### src/rtl/universal_shift_reg.sv
`default_nettype none
// ============================================================================
// Module   : universal_shift_reg
// Brief    : WIDTH-bit universal shift register with hold, shift right,
//            shift left and parallel load, selected per cycle by a 2-bit
//            operation code. Asynchronous active-high clear.
//            Optional macro USR_ZERO_FLAG_EN adds a combinational
//            zero_flag output that is high while the register is all zeros.
// Revision : 1.0 - initial release
// ============================================================================
module universal_shift_reg #(
    parameter int WIDTH = 4
) (
    input  logic             clk,
    input  logic             clr,
    input  logic [1:0]       select,
    input  logic [WIDTH-1:0] p_din,
    input  logic             s_left_din,
    input  logic             s_right_din,
    output logic [WIDTH-1:0] p_dout,
    output logic             s_left_dout,
    output logic             s_right_dout
`ifdef USR_ZERO_FLAG_EN
    ,
    output logic             zero_flag
`endif
);

    localparam logic [1:0] c_OP_HOLD  = 2'b00;
    localparam logic [1:0] c_OP_RIGHT = 2'b01;
    localparam logic [1:0] c_OP_LEFT  = 2'b10;
    localparam logic [1:0] c_OP_LOAD  = 2'b11;

    logic [WIDTH-1:0] r_data;

    // Register update: one operation per edge; unknown codes fall to hold.
    always_ff @(posedge clk or posedge clr) begin
        if (clr) begin
            r_data <= '0;
        end else begin
            case (select)
                c_OP_HOLD:  r_data <= r_data;
                c_OP_RIGHT: r_data <= {s_right_din, r_data[WIDTH-1:1]};
                c_OP_LEFT:  r_data <= {r_data[WIDTH-2:0], s_left_din};
                c_OP_LOAD:  r_data <= p_din;
                default:    r_data <= r_data;
            endcase
        end
    end

    // Outputs are direct taps of the register, no extra pipeline stage.
    assign p_dout       = r_data;
    assign s_left_dout  = r_data[WIDTH-1];
    assign s_right_dout = r_data[0];

`ifdef USR_ZERO_FLAG_EN
    // Zero detect on the live register; high during clear since R is zero.
    assign zero_flag = (r_data == '0);
`endif

endmodule
`default_nettype wire

### config.mk
export PLATFORM = sky130hd
export DESIGN_NAME = universal_shift_reg
export DESIGN_NICKNAME = d
export VERILOG_FILES = /design/src/rtl/universal_shift_reg.sv
export SDC_FILE = /design/constraint.sdc
export NUM_CORES = 1
export LEC_CHECK = 0
export BUFFER_PORTS_ARGS = -buffer_cell sky130_fd_sc_hd__buf_2
export CORE_AREA = 3 3 40 42
export DETAILED_ROUTE_END_ITERATION = 8
export DIE_AREA = 0 0 43 45
export SYNTH_ARGS = -nofsm -noshare
export SYNTH_HDL_FRONTEND = slang
export SYNTH_SLANG_ARGS = --single-unit
### constraint.sdc
create_clock -name clk -period 1.6 [get_ports clk]
set_clock_uncertainty 0.2 [all_clocks]
set_input_delay 0.24 -clock clk [delete_from_list [all_inputs] [get_ports clk]]
set_output_delay 0.24 -clock clk [all_outputs]
set_load 0.1 [all_outputs]
==> impl_metrics.ini, run 1 <==
[worst_setup_path]
worstPathArrival_ps = 1030
crit_cells = 1
critPathMaxStageDelay_ps = 430
path_class = flip-flop to output pin
start_kind = flip-flop
crit_path_max_fanout = 4
crit_buf_inv = 1
crit_slowest_cell = buf_2
cp_cell_sequence = buf_2
rr_worst_depth = 1
cp.required_ps = 1160
critical_path.top_delay_family = buffers and inverters
end_kind = output pin

[drt]
drcViolationCount = 0
avgRoutedWirePerCell_um = 11.2
antenna_left = 0
num_vias = 167
vias_per_cell = 3.88
drt_wl_total_um = 482
drtIter0Drc = 0
dr.pass1.iters = 1

[die]
die_area_mm2 = 0.00194
ios = 16
die_h_um = 45
die_x_um = 43
coreArea_mm2 = 0.00128
start_util_pct = 17.4
num_rows = 13

[power_and_ir_drop]
ir_drop_v = 0.000504
comb_power_share_pct = 51.9
p_clk_share_pct = 22.0
power_frac_seq_pct = 26.1
p_int_uw = 263
p_switching_uw = 288
p_per_area_mw_per_mm2 = 1620
leakage_nw = 0.167
p_sw_share_pct = 52.2

[synthesis]
async_reset_ff_share_pct = 100
synth_area_per_cell_um2 = 20.4
ys_warn_count = 0
synthesis.nets = 21
synth_adder_area_share_pct = 0
synth_mux_area_share_pct = 46.9
yosys-top-cells-area = mux4_1 47%, dfrtp_1 45%, buf_4 6.7%, inv_1 1.7%
synth-main-ff-cell = dfrtp_1
synth_xor_area_share_pct = 0
yosys.area.top_type = mux4_1
ys_seq_area_share_pct = 44.7
synth-simple-area-share_pct = 0
syn-cell-area_um2 = 224
synth_compound_area_share_pct = 0
synthCells = 11
synth_cell_types = 4
netlist.area_leader.share_pct = 46.9
ys_seq_elements = 4
synth_top_family_by_area = multiplexers
synth_enable_flop_cells = 0
synthTopCellsByCount = 4 x dfrtp_1, 4 x mux4_1, 2 x buf_4

[outcome]
status = complete, no violations

[clock_tree]
cts_tree = built
clock_latency_ps = 230
cts_setup_buffers = 0
htree_levels = 1
cts-resized-gates = 0
clk_pin_slew_ps = 40
numCtsBuffers = 3
clk_path_buf_depth = 2
ctsHoldBuffers = 1
clock-sinks = 4
clockRootBuffer = clkbuf_4

[global_route]
grt_pass1_vias = 178
grt_pass1_wl_um = 738
grt_max_degree = 5
grt_overflow = 0
antenna_found_initial = 0
grt_use_total_pct = 5.97

[flow_run]
maxCapViolations = 0

[timing]
fin_crit_ps = 1470
whs_ps = 117
fin_crit_sh_pct = 92.1
max_clock_freq_ghz = 0.679
slew_violations = 0
finalSetupViolCount = 0
grt_setup_unrepaired = no
report.final.hold_viol_count = 0
setup_tns_ps = 0
max_slew_margin_pct = 67.8
worst_slew_pin_slew_ps = 486

[placed_design]
place.gp.congestion = 0.680
placement.io_buffers = 15

[cells_and_area]
diodes = 0
drive_above_1_share_pct = 78.6
largest_register_ffs = 4
final_nets = 40
synthToLayoutAreaGrowth_pct = 52.0

[min_path]
hold_depth = 2
min_path_type = input port to flip-flop
==> per-layer routing <==
metal | vias up | GRT usage, % | wire [um]
met3 | 0 | 3.59 | 92
li1 | 80 | - | -
met5 | - | 0 | 0
met2 | 16 | 7.19 | 161
met1 | 71 | 7.20 | 228
met4 | 0 | 5.42 | 0
==> final timing paths <==
path | end | slack, ps | start
setup / recovery | p_dout[2] | 130 | p_dout[2]$_DFFE_PP0P_
hold / removal | p_dout[1]$_DFFE_PP0P_ | 120 | select[1]
setup reg to reg | p_dout[2]$_DFFE_PP0P_ | 350 | p_dout[1]$_DFFE_PP0P_
hold reg to reg | p_dout[3]$_DFFE_PP0P_ | 420 | p_dout[3]$_DFFE_PP0P_
max in group asynchronous | p_dout[1]$_DFFE_PP0P_ | 820 | clr
min in group asynchronous | p_dout[3]$_DFFE_PP0P_ | 230 | clr
==> through the flow <==
step,std cells,area (um^2),power [mW],setup WS (ps),util [%]
floorplan,11,229,0.391,111,-
global placement,39,308,0.429,342,24.0
detailed placement,39,308,0.430,344,24.0
CTS,43,340,0.560,114,26.5
global route,43,340,0.580,82.7,26.5
finish,43,340,0.551,127,26.5
==> cell families (layout without fill, tap and decap cells) <==
family | count (synthesis) | in the layout
buffers and inverters | 3 | 20
DFF | 4 | 4
muxes | 4 | 4
==> power by group through the flow <==
stage	registers [mW]	logic, mW	clock network (mW)
after floorplan	0.281	0.109	0
after global placement	0.145	0.285	0
after detailed placement	0.145	0.285	0
after CTS	0.144	0.287	0.130
after global routing	0.149	0.293	0.138
final	0.144	0.286	0.121
==> cell usage in the layout, fill, tap and decap left out <==
master         netlist  layout
dfrtp_2              0       4
buf_2                0      15
mux4_1               4       4
inv_1                1       1
clkbuf_4             0       3
dlygate4sd3_1        0       1
==> layout make-up <==
type | instances | area (um^2)
fill | 138 | 945
sequential | 4 | 105
inverter | 1 | 3.75
tap | 15 | 18.8
multi-input combinational | 4 | 105
timing repair buffer | 16 | 85.1
clock buffer | 3 | 22.5
(Power assumes the default switching activity.)
==> inputs of run 2 (changes only) <==
--- a/config.mk
+++ b/config.mk
@@ -5,6 +5,7 @@
 export SDC_FILE = /design/constraint.sdc
 export NUM_CORES = 1
 export LEC_CHECK = 0
+export ABC_AREA = 1
 export BUFFER_PORTS_ARGS = -buffer_cell sky130_fd_sc_hd__buf_2
 export CORE_AREA = 3 3 40 42
 export DETAILED_ROUTE_END_ITERATION = 8
==> impl_metrics.ini, run 2 <==
[placed_design]
place.gp.congestion = 0.694
dp_cells = 68
placed_cell_area_um2 = 343
placement.io_buffers = 15
post-dp-hpwl_um = 537

[synthesis]
synth_enable_flop_cells = 0
netlist.area_leader.share_pct = 36.7
synth_mux_area_share_pct = 0
ys_warn_count = 0
syn-cell-area_um2 = 273
async_reset_ff_share_pct = 100
synth_compound_area_share_pct = 1.83
synth_xor_area_share_pct = 0
synth-simple-area-share_pct = 45.0
synthesis.nets = 51
synthTopCellsByCount = 14 x nand2_1, 10 x nand3_1, 4 x dfrtp_1
synth_cell_types = 10
ys_seq_area_share_pct = 36.7
ys_seq_elements = 4
synth-main-ff-cell = dfrtp_1
synth_top_family_by_area = simple AND/OR/NAND/NOR gates
synth_most_common_cell = nand2_1
yosys.area.top_type = dfrtp_1
synthCells = 41
synth_area_per_cell_um2 = 6.65
synth_adder_area_share_pct = 0
yosys-top-cells-area = dfrtp_1 37%, nand2_1 19%, nand3_1 18%, buf_4 5.5%, nor2_2 4.6%

[clock_tree]
cts-resized-gates = 0
clock_latency_ps = 240
cts_tree = built
cts_setup_buffers = 0
htree_levels = 1
clk_path_buf_depth = 2
clock-sinks = 4
clockRootBuffer = clkbuf_4
ctsHoldBuffers = 1
numCtsBuffers = 3
clk_pin_slew_ps = 40

[drt]
num_vias = 297
avgRoutedWirePerCell_um = 9.36
drcViolationCount = 0
vias_per_cell = 4.07
dr.pass1.iters = 4
antenna_left = 0
drtIter0Drc = 5
drt_wl_total_um = 683

[global_route]
grt_pass1_wl_um = 1140
grt_max_degree = 11
grt_overflow = 0
grt_use_total_pct = 8.45
grt_pass1_vias = 283
antenna_found_initial = 0

[timing]
slew_violations = 0
worst_slew_pin_slew_ps = 488
grt_setup_unrepaired = no
fin_crit_sh_pct = 94.1
max_clock_freq_ghz = 0.664
setup_tns_ps = 0
finalSetupViolCount = 0
fin_crit_ps = 1510
report.final.hold_viol_count = 0
max_slew_margin_pct = 67.7

[worst_setup_path]
critical_path.top_delay_family = buffers and inverters
cp_cell_sequence = buf_2
crit_buf_inv = 1
end_kind = output pin
crit_path_max_fanout = 4
r2r_slack_ps = 610
cp.required_ps = 1160
path_class = flip-flop to output pin
crit_slowest_cell = buf_2
rr_worst_depth = 4
critPathMaxStageDelay_ps = 450
start_kind = flip-flop
reg2reg_from = p_dout[2]$_DFFE_PP0P_
worstPathArrival_ps = 1070
rr_endpoint = p_dout[3]$_DFFE_PP0P_

[min_path]
hold_depth = 5
hold_end = p_dout[3]$_DFFE_PP0P_
min_from = s_right_din
min_path_type = input port to flip-flop

[cells_and_area]
fin_area_um2 = 379
synthToLayoutAreaGrowth_pct = 39.0
final_nets = 69
largest_register_ffs = 4
mostFrequentLayoutCell = buf_2
final_cell_mix = 15 x buf_2, 14 x nand2_1, 10 x nand3_1
drive_above_1_share_pct = 43.1
fillers = 151
stdcell_count = 73
diodes = 0

[die]
die_x_um = 43
start_util_pct = 21.2
die_h_um = 45
coreArea_mm2 = 0.00128
ios = 16
die_area_mm2 = 0.00194
num_rows = 13

[flow_run]
maxCapViolations = 0

[power_and_ir_drop]
leakage_nw = 0.217
power_uw = 500
p_per_area_mw_per_mm2 = 1320
ir_drop_v = 0.000424

[outcome]
status = complete, no violations
run 2: cell types whose count changed after synthesis, sizes merged:
| cell | delta |
|---|---|
| a21oi | +1 |
| buf | +1 |
| nand3 | +10 |
| mux4 | -4 |
| inv | +4 |
| nand2 | +14 |
| nor2 | +4 |
run 2: worst max path at each step:
| stage | startpoint | end | slack (ps) | cells after the start |
|---|---|---|---|---|
| after CTS | p_dout[2]$_DFFE_PP0P_ | p_dout[2] | 90 | 1 |
| after global routing | p_dout[2]$_DFFE_PP0P_ | p_dout[2] | 40 | 1 |
| after floorplan | p_dout[2]$_DFFE_PP0P_ | p_dout[3]$_DFFE_PP0P_ | 80 | 4 |
| after detailed placement | p_dout[2]$_DFFE_PP0P_ | p_dout[2] | 350 | 1 |
| after global placement | p_dout[2]$_DFFE_PP0P_ | p_dout[2] | 350 | 1 |
| final | p_dout[2]$_DFFE_PP0P_ | p_dout[2] | 90 | 1 |
run 2: kinds of logic after synthesis:
kind of cell	after synthesis
AO/OA/AOI/OAI	1
flip-flops	4
buffers and inverters	8
AND/OR/NAND/NOR	28
run 2: final cells by class:
cell class | instances | area, um^2 | area share [%]
clock buffers | 4 | 26.3 | 6.93
repair buffers | 16 | 85.1 | 22.4
flip-flops and latches | 4 | 103 | 27.1
multi-input cells | 29 | 128 | 33.7
well taps | 15 | 18.8 | 4.95
inverters | 5 | 18.8 | 4.95
run 2: metal layers:
metal	track usage, %	vias to the layer above	share of wire [%]
met5	0	-	0
met4	9.04	0	0
met2	11.7	9	48
met3	3.59	0	9.1
met1	9.29	127	42
li1	-	161	-
run 2: worst min-delay path, cell delays in order:
cell	delay [ps]
buf_2	70
nand2_1	40
nand3_1	70
nand2_1	50
nand2_1	50
run 2: power by group:
| part | internal (mW) | leakage [nW] | switching [mW] | total (mW) |
|---|---|---|---|---|
| combinational | 0.0385 | 0.155 | 0.192 | 0.230 |
| sequential | 0.117 | 0.0471 | 0.0141 | 0.131 |
| clock | 0.0938 | 0.0150 | 0.0446 | 0.138 |
| total | 0.249 | 0.217 | 0.251 | 0.500 |
run 2: stage by stage:
step / util [%] / setup WS (ps) / hold slack, ps
after floorplan: - / 79.0 / -194
after global placement: 26.7 / 346 / -65.5
after detailed placement: 26.7 / 352 / -67.6
after CTS: 29.5 / 90.4 / 126
after global routing: 29.5 / 39.1 / 159
final: 29.5 / 93.8 / 127
==> inputs of run 3 (changes only) <==
--- a/config.mk
+++ b/config.mk
@@ -7,9 +7,9 @@
 export LEC_CHECK = 0
 export ABC_AREA = 1
 export BUFFER_PORTS_ARGS = -buffer_cell sky130_fd_sc_hd__buf_2
-export CORE_AREA = 3 3 40 42
+export CORE_AREA = 2 2 39 41
 export DETAILED_ROUTE_END_ITERATION = 8
-export DIE_AREA = 0 0 43 45
+export DIE_AREA = 0 0 41 43
 export SYNTH_ARGS = -nofsm -noshare
 export SYNTH_HDL_FRONTEND = slang
 export SYNTH_SLANG_ARGS = --single-unit
==> constraint.sdc (replaced) <==
create_clock -name clk -period 1.35 [get_ports clk]
set_clock_uncertainty 0.2 [all_clocks]
set_input_delay 0.2025 -clock clk [delete_from_list [all_inputs] [get_ports clk]]
set_output_delay 0.2025 -clock clk [all_outputs]
set_load 0.1 [all_outputs]
==> impl_metrics.ini, run 3 (same netlist as run 2, synthesis figures left out) <==
[timing]
fin_crit_sh_pct = 98.2
report.final.hold_viol_count = 0
max_clock_freq_ghz = 0.754
slew_violations = 0
max_slew_margin_pct = 87.6
fin_crit_ps = 1330
grt_setup_unrepaired = no
setup_tns_ps = 0
worst_slew_pin_slew_ps = 187
finalSetupViolCount = 0

[power_and_ir_drop]
p_int_uw = 363
p_switching_uw = 311
comb_power_share_pct = 51.6
power_frac_seq_pct = 25.9
leakage_nw = 0.242
p_sw_share_pct = 46.1
ir_drop_v = 0.000365
p_per_area_mw_per_mm2 = 1430
p_clk_share_pct = 22.4

[die]
die_x_um = 41
num_rows = 14
die_h_um = 43
coreArea_mm2 = 0.00138
ios = 16
start_util_pct = 19.7
die_area_mm2 = 0.00176

[cells_and_area]
drive_above_1_share_pct = 47.4
final_cell_mix = 14 x nand2_1, 10 x nand3_1, 9 x buf_2
largest_register_ffs = 4
synthToLayoutAreaGrowth_pct = 72.9
diodes = 0
final_nets = 69
mostFrequentLayoutCell = nand2_1
final_util_pct = 34.1
fin_area_um2 = 472

[clock_tree]
numCtsBuffers = 3
cts_tree = built
htree_levels = 1
clk_path_buf_depth = 2
clock_latency_ps = 230
clock-sinks = 4
clk_pin_slew_ps = 40
clockRootBuffer = clkbuf_4

[worst_setup_path]
start_kind = flip-flop
crit_slowest_cell = dfrtp_4
crit_path_max_fanout = 4
worstPathArrival_ps = 920
critical_path.top_delay_family = flip-flops
critPathMaxStageDelay_ps = 510
crit_buf_inv = 1
cp_cell_sequence = buf_12
end_kind = output pin
cp.required_ps = 950
path_class = flip-flop to output pin

[placed_design]
placement.io_buffers = 15
place.gp.congestion = 0.683
placed_cell_area_um2 = 439
post-dp-hpwl_um = 511

[min_path]
min_path_type = input port to flip-flop

[drt]
drt_wl_total_um = 653
drcViolationCount = 0
antenna_left = 0
vias_per_cell = 3.99
dr.pass1.iters = 2
num_vias = 291
avgRoutedWirePerCell_um = 8.95
drtIter0Drc = 1

[flow_run]
maxCapViolations = 0

[global_route]
grt_overflow = 0
grt_max_degree = 11
grt_use_total_pct = 8.47
antenna_found_initial = 0
grt_pass1_wl_um = 966
grt_pass1_vias = 251

[outcome]
status = complete, no violations
[run 3: cell count changes in the layout (fill, tap and decap cells not counted), sizes merged]
cell	delta
clkbuf	-1
[run 3: metal layers]
metal  wire length, um  vias to the layer above  track usage, %
li1                  -                      160               -
met1               317                      121            11.7
met2               287                       10            10.3
met3                48                        0            3.14
met4                 0                        0            6.00
met5                 0                        -               0
[run 3: through the flow]
step / setup WS, ps / hold WS (ps) / cells / total power [mW]
after global placement: 267 / -106 / 69 / 0.523
final: 24.5 / 81.2 / 73 / 0.674
after global routing: 9.00 / 124 / 73 / 0.699
after floorplan: -117 / -232 / 41 / 0.398
after detailed placement: 271 / -104 / 69 / 0.524
after CTS: 12.4 / 76.0 / 73 / 0.686
[run 3: final cells by class]
type                            instances  area [um^2]
Fill cell                             147          912
Timing Repair Buffer                   16          175
Multi-Input combinational cell         29          128
Sequential cell                         4          108
Clock buffer                            3         22.5
Tap cell                               16         20.0
Inverter                                5         18.8
[run 3: path summary, 6_finish.rpt]
kind                                       startpoint               endpoint  slack [ps]  cells after the start
worst max-delay path            p_dout[3]$_DFFE_PP0P_            s_left_dout          20                      1
worst min-delay path                      s_right_din  p_dout[3]$_DFFE_PP0P_          80                      5
worst max register to register  p_dout[3]$_DFFE_PP0P_  p_dout[2]$_DFFE_PP0P_         270                      4
worst min register to register  p_dout[1]$_DFFE_PP0P_  p_dout[1]$_DFFE_PP0P_         360                      2
max in group asynchronous                         clr  p_dout[3]$_DFFE_PP0P_         600                      3
min in group asynchronous                         clr  p_dout[0]$_DFFE_PP0P_         190                      3
[run 3: tightest hold or removal path: stages]
cell     delay [ps]
buf_2            80
nand2_1          50
nand3_1          70
nand2_1          40
nand2_1          50
[run 3: timing repair]
action,4_1_cts,5_1_grt
endpoints found under the setup margin,0,0
buffers inserted,0,0
gates resized for setup,0,0
hold endpoints to repair,4,0
hold buffers,1,0
[run 3: power groups by stage]
stage / registers [mW] / clock network (mW) / logic (mW)
final: 0.175 / 0.151 / 0.348
after global routing: 0.178 / 0.159 / 0.361
after CTS: 0.175 / 0.160 / 0.350
after detailed placement: 0.177 / 0 / 0.347
after global placement: 0.176 / 0 / 0.347
after floorplan: 0.282 / 0 / 0.116
